File: src/rtl/push_btn_array.sv
// push_btn_array
//   Multi-channel push-button peripheral on the 12-bit instruction bus.
//   Each channel is debounced independently; a debounced 0->1 edge on an
//   unmasked channel latches a press that stays set until software reads it.
//
//   Optional feature: define PUSH_BTN_ARRAY_COUNT_EN to add an 8-bit
//   saturating press counter per channel and the RPC (0x5) instruction.
//   Without it, press_count is tied to 0 and opcode 0x5 is invalid.
//
// Ports:
//   clock         in   system clock, rising edge
//   reset         in   synchronous, active-low reset
//   inst[11:0]    in   [11:8] opcode, [7:0] immediate
//   inst_en       in   execute inst on this edge
//   buttons       in   raw button levels, 1 = pressed
//   button_status out  result of the last read instruction
//   error         out  1 while in the Error state
//   press_count   out  RPC result (0 when the counter feature is absent)

module push_btn_array #(
  parameter int Channels     = 4,
  parameter int DebounceWait = 50,
  parameter int DebounceSize = 6
) (
  input  logic                clock,
  input  logic                reset,
  input  logic [11:0]         inst,
  input  logic                inst_en,
  input  logic [Channels-1:0] buttons,
  output logic [Channels-1:0] button_status,
  output logic                error,
  output logic [7:0]          press_count
);

  typedef enum logic {
    ST_READY = 1'b0,
    ST_ERROR = 1'b1
  } state_e;

  typedef enum logic [3:0] {
    OP_NOP = 4'h0,
    OP_RBS = 4'h1,
    OP_RAS = 4'h2,
    OP_LVL = 4'h3,
    OP_MSK = 4'h4,
    OP_RPC = 4'h5
  } opcode_e;

  localparam logic [DebounceSize-1:0] CNT_LAST = DebounceSize'(DebounceWait - 1);
  localparam logic [DebounceSize-1:0] CNT_ONE  = DebounceSize'(1);
  localparam logic [7:0]              CH_LIM   = 8'(Channels);

  state_e                  r_state;
  state_e                  w_state_next;

  logic [DebounceSize-1:0] r_cnt [Channels];
  logic [Channels-1:0]     r_deb;
  logic [Channels-1:0]     r_latched;
  logic [Channels-1:0]     r_mask;
  logic [Channels-1:0]     r_status;
  logic [7:0]              r_pc;

  logic [Channels-1:0]     w_flip;
  logic [Channels-1:0]     w_press;
  logic [Channels-1:0]     w_clear;
  logic [Channels-1:0]     w_status_d;
  logic                    w_status_we;
  logic                    w_mask_we;
  logic                    w_invalid;
  logic                    w_exec;
  logic [3:0]              w_op;
  logic [7:0]              w_ch;
  logic                    w_ch_ok;

`ifdef PUSH_BTN_ARRAY_COUNT_EN
  logic [7:0]              r_count [Channels];
  logic                    w_rpc;
  logic [7:0]              w_sel_count;
`endif

  assign w_op    = inst[11:8];
  assign w_ch    = inst[7:0];
  assign w_ch_ok = (w_ch < CH_LIM);
  assign w_exec  = inst_en && (r_state == ST_READY);

  // Flip happens on the DebounceWait-th consecutive differing sample; a
  // press is only a rising flip on an unmasked channel.
  always_comb begin
    w_flip = '0;
    for (int unsigned i = 0; i < Channels; i++) begin
      w_flip[i] = (buttons[i] != r_deb[i]) && (r_cnt[i] == CNT_LAST);
    end
    w_press = w_flip & buttons & r_mask;
  end

  // Instruction decode and next-state logic
  always_comb begin
    w_state_next = r_state;
    w_status_we  = 1'b0;
    w_status_d   = '0;
    w_clear      = '0;
    w_mask_we    = 1'b0;
    w_invalid    = 1'b0;
`ifdef PUSH_BTN_ARRAY_COUNT_EN
    w_rpc        = 1'b0;
`endif
    if (w_exec) begin
      case (w_op)
        OP_NOP: ;
        OP_RBS: begin
          if (w_ch_ok) begin
            w_status_we = 1'b1;
            for (int unsigned i = 0; i < Channels; i++) begin
              if (w_ch == 8'(i)) begin
                w_status_d[i] = r_latched[i];
                w_clear[i]    = 1'b1;
              end
            end
          end else begin
            w_invalid = 1'b1;
          end
        end
        OP_RAS: begin
          w_status_we = 1'b1;
          w_status_d  = r_latched;
          w_clear     = '1;
        end
        OP_LVL: begin
          w_status_we = 1'b1;
          w_status_d  = r_deb;
        end
        OP_MSK: w_mask_we = 1'b1;
`ifdef PUSH_BTN_ARRAY_COUNT_EN
        OP_RPC: begin
          if (w_ch_ok) w_rpc = 1'b1;
          else         w_invalid = 1'b1;
        end
`endif
        default: w_invalid = 1'b1;
      endcase
    end
    if (w_invalid) begin
      w_state_next = ST_ERROR;
      w_status_we  = 1'b1;
      w_status_d   = '0;
    end
  end

  always_ff @(posedge clock) begin
    if (!reset) r_state <= ST_READY;
    else        r_state <= w_state_next;
  end

  // Debouncers run regardless of state
  always_ff @(posedge clock) begin
    if (!reset) begin
      r_deb <= '0;
      for (int unsigned i = 0; i < Channels; i++) r_cnt[i] <= '0;
    end else begin
      for (int unsigned i = 0; i < Channels; i++) begin
        if (buttons[i] == r_deb[i] || w_flip[i]) begin
          r_cnt[i] <= '0;
        end else begin
          r_cnt[i] <= r_cnt[i] + CNT_ONE;
        end
        if (w_flip[i]) r_deb[i] <= buttons[i];
      end
    end
  end

  // Set wins over a same-edge clear, so no press is lost to a read
  always_ff @(posedge clock) begin
    if (!reset) begin
      r_latched <= '0;
      r_mask    <= '1;
      r_status  <= '0;
    end else begin
      if (r_state == ST_READY) r_latched <= (r_latched & ~w_clear) | w_press;
      if (w_mask_we)           r_mask    <= inst[Channels-1:0];
      if (w_status_we)         r_status  <= w_status_d;
    end
  end

`ifdef PUSH_BTN_ARRAY_COUNT_EN
  always_comb begin
    w_sel_count = '0;
    for (int unsigned i = 0; i < Channels; i++) begin
      if (w_ch == 8'(i)) w_sel_count = r_count[i];
    end
  end

  always_ff @(posedge clock) begin
    if (!reset) begin
      r_pc <= '0;
      for (int unsigned i = 0; i < Channels; i++) r_count[i] <= '0;
    end else begin
      if (w_rpc) r_pc <= w_sel_count;
      if (r_state == ST_READY) begin
        for (int unsigned i = 0; i < Channels; i++) begin
          if (w_rpc && w_ch == 8'(i)) begin
            r_count[i] <= w_press[i] ? 8'd1 : 8'd0;
          end else if (w_press[i] && r_count[i] != 8'hFF) begin
            r_count[i] <= r_count[i] + 8'd1;
          end
        end
      end
    end
  end
`else
  always_comb r_pc = '0;
`endif

  always_comb begin
    button_status = r_status;
    error         = (r_state == ST_ERROR);
    press_count   = r_pc;
  end

endmodule

File: config.mk
export PLATFORM = sky130hd
export DESIGN_NAME = push_btn_array
export DESIGN_NICKNAME = d
export VERILOG_FILES = /design/src/rtl/push_btn_array.sv
export SDC_FILE = /design/constraint.sdc
export NUM_CORES = 1
export LEC_CHECK = 0
export ABC_AREA = 1
export BUFFER_PORTS_ARGS = -buffer_cell sky130_fd_sc_hd__buf_2
export CAP_MARGIN = 25
export CORE_UTILIZATION = 55
export DETAILED_ROUTE_END_ITERATION = 6
export GPL_TIMING_DRIVEN = 0
export PLACE_DENSITY = 0.77
export SLEW_MARGIN = 20
export SYNTH_ARGS = -nofsm -noshare
export SYNTH_HDL_FRONTEND = slang
export SYNTH_SLANG_ARGS = --single-unit
File: constraint.sdc
create_clock -name clock -period 1.85 [get_ports clock]
set_input_delay 0.185 -clock clock [delete_from_list [all_inputs] [get_ports clock]]
set_output_delay 0.185 -clock clock [all_outputs]
set_load 0.005 [all_outputs]
# [Word level (Yosys, flattened, before mapping)]
# Memory sizes are Yosys's and may differ from the RTL's.
# Index checks and enable logic that the tools add are counted.
[classes] add_sub_neg=4 magnitude_cmp=1 eq_ne=19 mux=57 bitwise_logic=14 n_reduce_logical=13
[ops] cell="$mux 6" count=8
[ops] cell="$mux 1" count=40
[ops] cell="$add 6x1->6 const B" count=4
[ops] cell="$eq 6x6->1 const B" count=4
[ops] cell="$mux 4" count=5
[ops] cell="$eq 8x2->1 const B" count=2
[ops] cell="$and 4x4->4" count=3
[ops] cell="$pmux 4 s3" count=1
[ops] cell="$eq 4x2->1 const B" count=2
[ops] cell="$eq 8x1->1 const B" count=1
[ops] cell="$logic_not 8->1" count=1
[ops] cell="$lt 8x3->1 const B" count=1
[ops] cell="$or 1x1->1" count=8
[ops] cell="$pmux 4 s2" count=1
[ops] cell="$logic_and 1x1->1" count=5
[ops] cell="$eq 1x1->1" count=4
[ops] cell="$eq 4x1->1 const B" count=1
[ops] cell="$eq 4x3->1 const B" count=1
[ops] cell="$logic_not 4->1" count=1
[ops] cell="$logic_or 1x1->1" count=4
[ops] cell="$ne 1x1->1" count=4
[ops] cell="$not 4->4" count=1
[ops] cell="$or 4x4->4" count=1
[ops] cell="$pmux 1 s2" count=2
[ops] cell="3 further kinds" count=3
[totals] reg_bits=17 ram_bits=24 inputBits=19 wordCells=117 memories=1
[memory_table] name="r_cnt" depth=4 word_bits=6 rd=4 rd_ports_with_merged_regs=0 wr=4 line_no="56" rtl="logic [DebounceSize-1:0] r_cnt [Channels];"

# [Logic depth before layout (Yosys ltp)]
# Gate-level depths: netlist (run 1).
# An unclocked memory read counts as a cell.
[logic_depth] word_depth=9 mapped_depth=9 mapped_depth_nobuf=9

# [Least setup slack after synthesis (run 1)]
# No wires, ideal clock.
[synth_timing] path_type="register -> register" start="memory r_cnt[2][1]" end="memory r_cnt[2][5], data pin" setup_ns=0.263 t_arrival_ns=1.054 setup_slack_ns=0.534 path_stages_with_launch=7 synth_period_minus_slack_ns=1.316 path_cell_list="edfxtp_1 inv_1 ha_1 nand4_1 nand2_1 o21bai_1 a21oi_1"
[synth_lines] element="start, declared" line_no="56"

==> out/results.ini, run 1 <==
[synthesis]
synth_seq_cells=41
yosysWarningCount=0
syn_area_sq_um=2346
avgSynthCellArea_sq_um=8.319
synth_edf_count=24
synth_seq_area_share_pct=45.23
synthArstFlopShare_pct=0
syn_inst=282
synth_top_area_cell=edfxtp_1
synth_area_leaders=edfxtp_1 (31%), dfxtp_1 (15%), nand2_1 (8.8%)
synth.top_cell.area_share_pct=30.72
synth_cell_type_count=28
synth_ff_type=edfxtp_1

[pwr]
finalPower_mw=1.855
powerDensity_nw_per_um2=681.6
peakVddDrop_uv=487.4
leakage_nw=1.208

[critical_path]
r2r_start=r_cnt[2][1]$_SDFFCE_PN0P_
crit_chain=inv_1, ha_1, nand4_1, nand2_1, o21bai_1, a21oi_1
crit_path_end_kind=flip-flop
startpoint_type=flip-flop
reg2reg_slack_ns=0.30
worst_ep_arrival_time_ns=1.59
slowest_stage=edfxtp_1
slowest_delay_ns=0.44
rr_worst_depth=6
required_ns=1.89
crit_buf_inv=1
cpLargestDelayFamily=flip-flops
reg2reg_to=r_cnt[2][5]$_SDFFCE_PN0P_
cp_max_fo=6
path_class=flip-flop to flip-flop

[placed_design]
dp_hpwl_microns=3325
gp_congestion=0.8960
numPortBuffers=22
dpl.cell_count=384
placement.cell_area_sq_um=2631

[grt]
antenna_found_initial=0
overflow=0
grt_pass1_wl_microns=7458
track_usage_pct=22.52
grt_pass1_vias=1809
grt_max_degree=13

[routing]
wl_per_cell_microns=11.44
vias=1977
drt_iter0_drc=142
vias_per_cell=5.043
drc=0
dr.pass1.iters=5
wl_microns=4483
postRouteAntennaNets=0

[die]
fp.dieW_microns=67.31
die-area_sq_um=4531
die_h_microns=67.31
rows=23
io_pins=32
core_area_sq_um=4058
start_util_pct=57.82

[min_path]
holdPathStages=2
holdCritStartpoint=reset
min_to=r_mask[2]$_SDFFE_PN1P_
hp-class=input port to flip-flop

[finish]
final_nets=368
area_growth_pct=16.00
diodes=0
finalNonFillerCells=392
drive_gt1_share_pct=16.67
postLayoutCellArea_sq_um=2721

[outcome]
outcome=finished, final reports clean

[timing]
timing.final.crit_share_pct=83.72
fin_tns_setup_ns=0
slew_violations=0
finalClockSkew_ns=0.001780
fmax_mhz=645.6
setup_viol=0
period_minus_slack_ns=1.549
hold_violations=0
rsz0062_at_grt=false

[clock_network]
root_buffer=clkbuf_8
cts_tree=yes
path_clk_slew_ns=0.07
hold_buffers=0
cts.sinks=41
cts.path.max_buffers=2
cts_made_buffers=5
worstSkewPairLatency_ns=0.29
htree_levels=2
post_cts_buffers=0
cts_resized=0

[job]
drv_cap=0

[cells in the mapped netlist, drive strengths merged, types with 3 or more instances]
master  number
nand3       20
ha           8
nand2       56
nor2        47
o21ai        4
inv         29
buf         12
edfxtp      24
xor2         3
dfxtp       17
xnor2        7
nor3b        4
a21oi       19
nor3         3
o211ai       3
nand4       20
[through the flow]
step           utilization, %  setup WS [ns]  hold slack [ns]
2_1_floorplan               -         0.5336           0.3113
3_3_place_gp            64.85         0.3983           0.4383
3_5_place_dp            64.85         0.3378           0.4488
4_1_cts                 67.07         0.3025           0.1420
5_1_grt                 67.07         0.1398           0.1644
6_report                67.07         0.3011           0.1505
[flip-flops by register name, summed over array words and instances (netlist names)]
register,count
r_cnt,24
r_deb,4
r_latched,4
button_status,4
error,1
r_mask,4
[metal layers]
metal	GRT usage (%)	wire [microns]	vias to the layer above
met4	12.50	99	0
met1	24.47	1979	882
met5	0	0	-
met2	39.00	2154	59
met3	6.588	250	11
li1	-	-	1025
[report_power, final]
group / switching [mW] / total, mW / internal, mW
clock network: 0.301 / 0.606 / 0.304
registers: 0.0324 / 1.04 / 1.01
logic: 0.130 / 0.211 / 0.0806
[how the worst max path moves through the flow]
stage,startpoint,endpoint,depth (start not counted)
final,r_cnt[2][1]$_SDFFCE_PN0P_,r_cnt[2][5]$_SDFFCE_PN0P_,6
after CTS,r_cnt[2][1]$_SDFFCE_PN0P_,r_cnt[2][5]$_SDFFCE_PN0P_,6
after global routing,r_cnt[2][1]$_SDFFCE_PN0P_,r_cnt[2][5]$_SDFFCE_PN0P_,6
after floorplan,r_cnt[2][1]$_SDFFCE_PN0P_,r_cnt[2][5]$_SDFFCE_PN0P_,6
after global placement,r_cnt[2][1]$_SDFFCE_PN0P_,r_cnt[2][5]$_SDFFCE_PN0P_,6
after detailed placement,r_cnt[2][1]$_SDFFCE_PN0P_,r_cnt[2][5]$_SDFFCE_PN0P_,6
[logic make-up (layout without fill, tap and decap cells)]
kind of cell	Yosys count	after routing	synth area share (%)
compound gates	29	29	7.627
xor+xnor	10	10	3.734
fa+ha+maj	8	8	4.267
buf+inv	42	72	9.333
flops	41	41	45.23
other cells	2	32	0.3201
simple gates	150	150	29.49
[placed cells by master (no fill, tap or decap), types with 2 or more instances in the layout]
cell / count
buf_2: 22
a21oi_1: 15
conb_1: 32
a21oi_2: 4
clkbuf_8: 6
dfxtp_1: 17
buf_4: 9
edfxtp_1: 24
nand3_1: 19
nor2_1: 42
nand2_1: 55
xnor2_1: 7
inv_1: 25
inv_2: 4
clkbuf_1: 2
xor2_1: 3
nor2_2: 3
nor3b_1: 4
nor2_4: 2
buf_6: 3
o21ai_0: 4
ha_1: 8
nand4_1: 20
nor3_1: 3
o211ai_1: 3
[final cells by class]
cell class,instances,area (sq um)
Buffer,12,101.3
Clock buffer,8,90.09
Fill cell,334,1336
Inverter,30,117.6
Multi-Input combinational cell,229,1179
Sequential cell,41,1061
Tap cell,50,62.56
Timing Repair Buffer,22,110.1
Power figures use the tool's default switching activity.
==> inputs of run 2 (changes only) <==
--- a/config.mk
+++ b/config.mk
@@ -5,7 +5,7 @@
 export SDC_FILE = /design/constraint.sdc
 export NUM_CORES = 1
 export LEC_CHECK = 0
-export ABC_AREA = 1
+export ABC_AREA = 0
 export BUFFER_PORTS_ARGS = -buffer_cell sky130_fd_sc_hd__buf_2
 export CAP_MARGIN = 25
 export CORE_UTILIZATION = 55
==> constraint.sdc (replaced) <==
create_clock -name clock -period 1.57 [get_ports clock]
set_input_delay 0.157 -clock clock [delete_from_list [all_inputs] [get_ports clock]]
set_output_delay 0.157 -clock clock [all_outputs]
set_load 0.005 [all_outputs]
==> run 2 against run 1 <==
Against the previous run:
- global-route usage is 1.7 points lower
- via count is 14% lower
- sequential share of layout area is 1.4 points higher
- clock power is 7.1% higher
- critical path type unchanged
- sequential cell count stayed put
- largest cell class unchanged
- critical endpoint is now r_cnt[1][2]$_SDFFCE_PN0P_
- clock-buffer cell count stayed put
- worst hold slack worse by 0.011 ns
==> out/results.ini, run 2 <==
[outcome]
outcome=finished, final reports clean

[die]
fp.dieW_microns=65.83  ; -2.2%
io_pins=32  ; unchanged
start_util_pct=59.42  ; +1.6 points
rows=22  ; -4.3%
die-area_sq_um=4334  ; -4.3%
core_area_sq_um=3771  ; -7.1%
die_h_microns=65.83  ; -2.2%

[pwr]
powerDensity_nw_per_um2=807.3  ; +18%
peakVddDrop_uv=551.4  ; +13%
leakage_nw=1.103  ; -8.7%

[finish]
postLayoutCellArea_sq_um=2625  ; -3.5%
area_growth_pct=17.14
final_common_cell=nor2_1
final_nets=306  ; -17%
regMostFlops=r_cnt
mostFrequentLayoutCells=nor2_1 (41), conb_1 (32), buf_2 (24), edfxtp_1 (24)
utilization_pct=69.61  ; +2.5 points
drive_gt1_share_pct=18.21  ; +1.5 points
diodes=0  ; unchanged
largest_reg_flops=24  ; unchanged

[critical_path]
slowest_stage=edfxtp_1
cpMostUsedCell=nor2_1
rr_worst_depth=5  ; -1
crit_buf_inv=0  ; -1
crit_chain=ha_1, nand4b_1, nor2_1, or3_4, nor2_1
startpoint_type=flip-flop
cpLargestDelayFamily=simple AND/OR/NAND/NOR gates
path_class=flip-flop to flip-flop
worst_ep_arrival_time_ns=1.63  ; +0.04 ns
cp_max_fo=6  ; unchanged
required_ns=1.72  ; -0.17 ns
crit_path_end_kind=flip-flop
cp.depth=5  ; -1
slowest_delay_ns=0.44  ; about the same

[placed_design]
dp_hpwl_microns=3055  ; -8.1%
numPortBuffers=23  ; +4.5%
gp_congestion=0.7507  ; -16%
post-place-ws_ns=-0.1028  ; -0.4406 ns
placement.cell_area_sq_um=2529  ; -3.9%

[synthesis]
synth.top_cell.area_share_pct=32.16  ; +1.4 points
synth_most_common_cell=nor2_1
yosysWarningCount=0  ; unchanged
synth_top_area_cell=edfxtp_1
avgSynthCellArea_sq_um=10.19  ; +22%
syn_area_sq_um=2241  ; -4.5%
syn_inst=220  ; -22%
synth_area_leaders=edfxtp_1 (32%), dfxtp_1 (15%), nor2_1 (6.9%)
synth_seq_area_share_pct=47.35  ; +2.1 points
yosys-top-cells-count=nor2_1 (41), edfxtp_1 (24), dfxtp_1 (17), nand3_1 (17), nand2_1 (13)
synth_cell_type_count=43  ; +54%
synthArstFlopShare_pct=0  ; unchanged
synth_seq_cells=41  ; unchanged
synth_edf_count=24  ; unchanged
synth_ff_type=edfxtp_1

[grt]
grtUsageMet3_pct=5.172  ; -1.4 points
grt_pass1_vias=1472  ; -19%
grt_util_met2_pct=30.61  ; -8.4 points
overflow=0  ; unchanged
track_usage_pct=20.81  ; -1.7 points
antenna_found_initial=0  ; unchanged
busiest_layer=met2
grt_pass1_wl_microns=6596  ; -12%
grt_max_degree=12  ; -1
grt.met1_usage_pct=29.43  ; +5.0 points

[routing]
vias_per_cell=5.162  ; +2.3%
wl_microns=3992  ; -11%
dr.pass1.iters=4  ; -1
wl_per_cell_microns=12.17  ; +6.4%
postRouteAntennaNets=0  ; unchanged
drc=0  ; unchanged
vias=1693  ; -14%
drt_iter0_drc=106  ; -25%

[timing]
period_minus_slack_ns=1.483  ; -0.06575 ns
maxSlewHeadroom_pct=60.26
worst_pin_slew_ns=0.5962
setup_viol=0  ; unchanged
slew_violations=0  ; unchanged
rsz0062_at_grt=false
timing.final.crit_share_pct=94.47  ; +11 points
finalClockSkew_ns=0.003217  ; +0.001437 ns
fin_ws_ns=0.08685  ; -0.2142 ns
hold_violations=0  ; unchanged
fmax_mhz=674.2  ; +4.4%

[job]
drv_cap=0  ; unchanged

[clock_network]
htree_levels=2  ; unchanged
cts.path.max_buffers=2  ; unchanged
worstSkewPairLatency_ns=0.28  ; about the same
path_clk_slew_ns=0.07  ; about the same
cts.sinks=41  ; unchanged
root_buffer=clkbuf_8
cts_made_buffers=5  ; unchanged
cts_tree=yes

[min_path]
hp-class=input port to flip-flop
holdPathStages=3  ; +1

run 2: changes by cell type after synthesis, moves of 4 or more:
cell | before | now
nand4_1 | 20 | 4
a21oi_1 | 15 | 3
a22oi_1 | 0 | 4
inv_1 | 25 | 6
nand2_1 | 55 | 13
nor3b_1 | 4 | 0
inv_2 | 4 | 0
xor2_1 | 3 | 11
a211oi_2 | 0 | 4
mux2i_1 | 0 | 8
a21oi_2 | 4 | 0
clkbuf_1 | 0 | 4
run 2: cell families after synthesis:
logic type | synth area share (%)
AO/OA/AOI/OAI | 10.78
adder cells (fa/ha/maj) | 4.467
AND/OR/NAND/NOR | 20.60
flip-flops | 47.35
other | 0.3351
XOR/XNOR | 7.817
buffers and inverters | 4.578
multiplexers | 4.076
run 2: worst paths after layout:
path                                           startpoint                   endpoint  slack (ns)
worst max-delay path            r_cnt[1][0]$_SDFFCE_PN0P_  r_cnt[1][2]$_SDFFCE_PN0P_        0.09
worst min-delay path                              inst[2]     r_mask[2]$_SDFFE_PN1P_        0.14
worst max register to register  r_cnt[1][0]$_SDFFCE_PN0P_  r_cnt[1][2]$_SDFFCE_PN0P_        0.09
worst min register to register     r_mask[0]$_SDFFE_PN1P_     r_mask[0]$_SDFFE_PN1P_        0.48
run 2: worst register-to-register path, stage by stage (launching register included):
cell and delay (ns):
edfxtp_1 0.44, ha_1 0.22, nand4b_1 0.09, nor2_1 0.08
or3_4 0.41, nor2_1 0.12
run 2: metrics by stage:
stage | std cells | hold slack, ns | TNS [ns] | power, mW
after floorplan | 250 | 0.3009 | 0 | 1.407
after global placement | 321 | 0.4098 | -0.4146 | 1.481
after detailed placement | 321 | 0.4368 | -0.4994 | 1.487
after CTS | 328 | 0.1369 | 0 | 2.133
after global routing | 328 | 0.1561 | 0 | 2.213
final | 328 | 0.1393 | 0 | 2.119
run 2: final cells by class:
cell class,instances,area [sq um]
repair buffers,23,115.1
plain buffers,12,76.32
multi-input cells,190,1210
well taps,48,60.06
fillers,301,1146
clock buffers,8,80.08
inverters,6,22.52
flip-flops and latches,41,1061
run 2: repair_timing:
action	4_1_cts	5_1_grt
resized for setup	1	4
buffers inserted	0	0
endpoints found under the setup margin	10	10
hold buffers	0	0
run 2: layer usage:
metal  wire [microns]  share of wire, %
met1             1980                50
met2             1682                42
met3              271               6.8
met4               57               1.4
met5                0                 0
run 2: where the power goes:
part / switching (mW) / internal [mW]
Clock: 0.334 / 0.316
Sequential: 0.0445 / 1.19
Combinational: 0.133 / 0.104
==> inputs of run 3 (changes only) <==
--- a/config.mk
+++ b/config.mk
@@ -5,7 +5,7 @@
 export SDC_FILE = /design/constraint.sdc
 export NUM_CORES = 1
 export LEC_CHECK = 0
-export ABC_AREA = 0
+export ABC_AREA = 1
 export BUFFER_PORTS_ARGS = -buffer_cell sky130_fd_sc_hd__buf_2
 export CAP_MARGIN = 25
 export CORE_UTILIZATION = 55
==> run 3 against run 2 <==
Against the previous run:
- die area grew 4.5%
- worst setup slack gained 0.018 ns
- power grew 3.3%
- design area grew 4.3%
- first-iteration DRC count grew 26%
- critical path depth grew 1
- global-route usage grew 1.7 points
- worst hold slack lost 0.018 ns
- fmax grew 1.2%
- critical path type unchanged
- critical endpoint is now r_cnt[1][5]$_SDFFCE_PN0P_
- largest cell class unchanged
==> out/results.ini, run 3 (synthesis gave the netlist of run 1 again) <==
[outcome]
outcome=finished, final reports clean

[critical_path]
path_class=flip-flop to flip-flop
reg2reg_slack_ns=0.10  ; +0.02 ns
crit_buf_inv=1  ; +1
cp_max_fo=6  ; unchanged
cp-startpoint=r_cnt[1][1]$_SDFFCE_PN0P_
cp-endpoint=r_cnt[1][5]$_SDFFCE_PN0P_
required_ns=1.62  ; -0.10 ns
crit_chain=inv_1, ha_1, nand4_1, nand2_1, a21oi_1, o21a_1
r2r_start=r_cnt[1][1]$_SDFFCE_PN0P_
cp.depth=6  ; +1
rr_worst_depth=6  ; +1
reg2reg_to=r_cnt[1][5]$_SDFFCE_PN0P_
startpoint_type=flip-flop
cpLargestDelayFamily=flip-flops
slowest_stage=edfxtp_1
crit_path_end_kind=flip-flop
slowest_delay_ns=0.44  ; about the same
worst_ep_arrival_time_ns=1.52  ; -0.11 ns

[routing]
dr.pass1.iters=4  ; unchanged
wl_per_cell_microns=11.45  ; -5.9%
vias_per_cell=5.023  ; -2.7%
vias=1979  ; +17%
wl_microns=4513  ; +13%
drc=0  ; unchanged
postRouteAntennaNets=0  ; unchanged
drt_iter0_drc=134  ; +26%

[die]
rows=23  ; +4.5%
start_util_pct=57.82  ; -1.6 points
die-area_sq_um=4531  ; +4.5%
io_pins=32  ; unchanged
fp.dieW_microns=67.31  ; +2.2%
die_h_microns=67.31  ; +2.2%
core_area_sq_um=4058  ; +7.6%

[finish]
final_nets=370  ; +21%
postLayoutCellArea_sq_um=2739  ; +4.3%
mostFrequentLayoutCells=nand2_1 (54), nor2_1 (42), conb_1 (32), inv_1 (25), edfxtp_1 (24)
drive_gt1_share_pct=17.44  ; -0.77 points
area_growth_pct=16.75
regMostFlops=r_cnt
largest_reg_flops=24  ; unchanged
final_common_cell=nand2_1
diodes=0  ; unchanged
utilization_pct=67.50  ; -2.1 points

[grt]
antenna_found_initial=0  ; unchanged
grt_max_degree=13  ; +1
track_usage_pct=22.52  ; +1.7 points
grt_pass1_wl_microns=7458  ; +13%
grt_pass1_vias=1809  ; +23%
overflow=0  ; unchanged

[timing]
fin_ws_ns=0.1048  ; +0.01798 ns
fin_tns_setup_ns=0  ; unchanged
slew_violations=0  ; unchanged
rsz0062_at_grt=false
period_minus_slack_ns=1.465  ; -0.01798 ns
hold_violations=0  ; unchanged
finalClockSkew_ns=0.001844  ; -0.001373 ns
setup_viol=0  ; unchanged
fmax_mhz=682.5  ; +1.2%
timing.final.crit_share_pct=93.32  ; -1.1 points

[clock_network]
cts_tree=yes
htree_levels=2  ; unchanged
path_clk_slew_ns=0.08  ; about the same
worstSkewPairLatency_ns=0.29  ; about the same
cts_made_buffers=5  ; unchanged
cts.sinks=41  ; unchanged
root_buffer=clkbuf_8
cts.path.max_buffers=2  ; unchanged

[min_path]
hp-class=input port to flip-flop
holdPathStages=2  ; -1

[placed_design]
post-place-ws_ns=0.05778  ; +0.1606 ns
dp_hpwl_microns=3325  ; +8.8%
gp_congestion=0.8960  ; +19%
numPortBuffers=22  ; -4.3%
placement.cell_area_sq_um=2631  ; +4.1%

[pwr]
leakage_nw=1.217  ; +10%
peakVddDrop_uv=574.0  ; +4.1%
powerDensity_nw_per_um2=799.5  ; -0.97%

[job]
drv_cap=0  ; unchanged

run 3: cell count changes in the layout (fill, tap and decap cells not counted), moves of 8 or more:
| cell | delta |
|---|---|
| nand2_1 | +41 |
| inv_1 | +19 |
| nand4_1 | +16 |
| a21oi_1 | +12 |
| mux2i_1 | -8 |
| xor2_1 | -8 |
run 3: area by class of cell:
class | count | area [sq um]
fill | 329 | 1319
buffer | 12 | 101.3
multi-input combinational | 229 | 1181
sequential | 41 | 1061
clock buffer | 8 | 90.09
tap | 50 | 62.56
timing repair buffer | 24 | 125.1
inverter | 30 | 117.6
run 3: power breakdown:
group	total, mW	switching (mW)	internal (mW)
Clock	0.714	0.356	0.359
Combinational	0.252	0.154	0.0975
Sequential	1.22	0.0384	1.19
run 3: worst min path at each step:
stage	start	endpoint
2_1_floorplan	inst[2]	r_mask[2]$_SDFFE_PN1P_
3_3_place_gp	inst[2]	r_mask[2]$_SDFFE_PN1P_
3_5_place_dp	inst[2]	r_mask[2]$_SDFFE_PN1P_
4_1_cts	inst[2]	r_mask[2]$_SDFFE_PN1P_
5_1_grt	reset	r_mask[2]$_SDFFE_PN1P_
6_report	reset	r_mask[2]$_SDFFE_PN1P_
run 3: stage by stage:
| stage | cells | total power [mW] | hold WS, ns |
|---|---|---|---|
| CTS | 392 | 2.194 | 0.1140 |
| floorplan | 312 | 1.411 | 0.2833 |
| global placement | 384 | 1.481 | 0.4103 |
| detailed placement | 384 | 1.492 | 0.4208 |
| global route | 394 | 2.296 | 0.1364 |
| finish | 394 | 2.190 | 0.1209 |
run 3: per-layer routing:
| layer | wire (microns) | global-route usage, % | up-vias |
|---|---|---|---|
| li1 | - | - | 1030 |
| met3 | 212 | 6.588 | 11 |
| met1 | 2038 | 24.47 | 885 |
| met5 | 0 | 0 | - |
| met2 | 2172 | 39.00 | 53 |
| met4 | 90 | 12.50 | 0 |
run 3: timing repair:
action,4_1_cts,5_1_grt
hold buffers,0,0
setup endpoints to repair,0,2
setup buffers,0,2
resized for setup,0,1
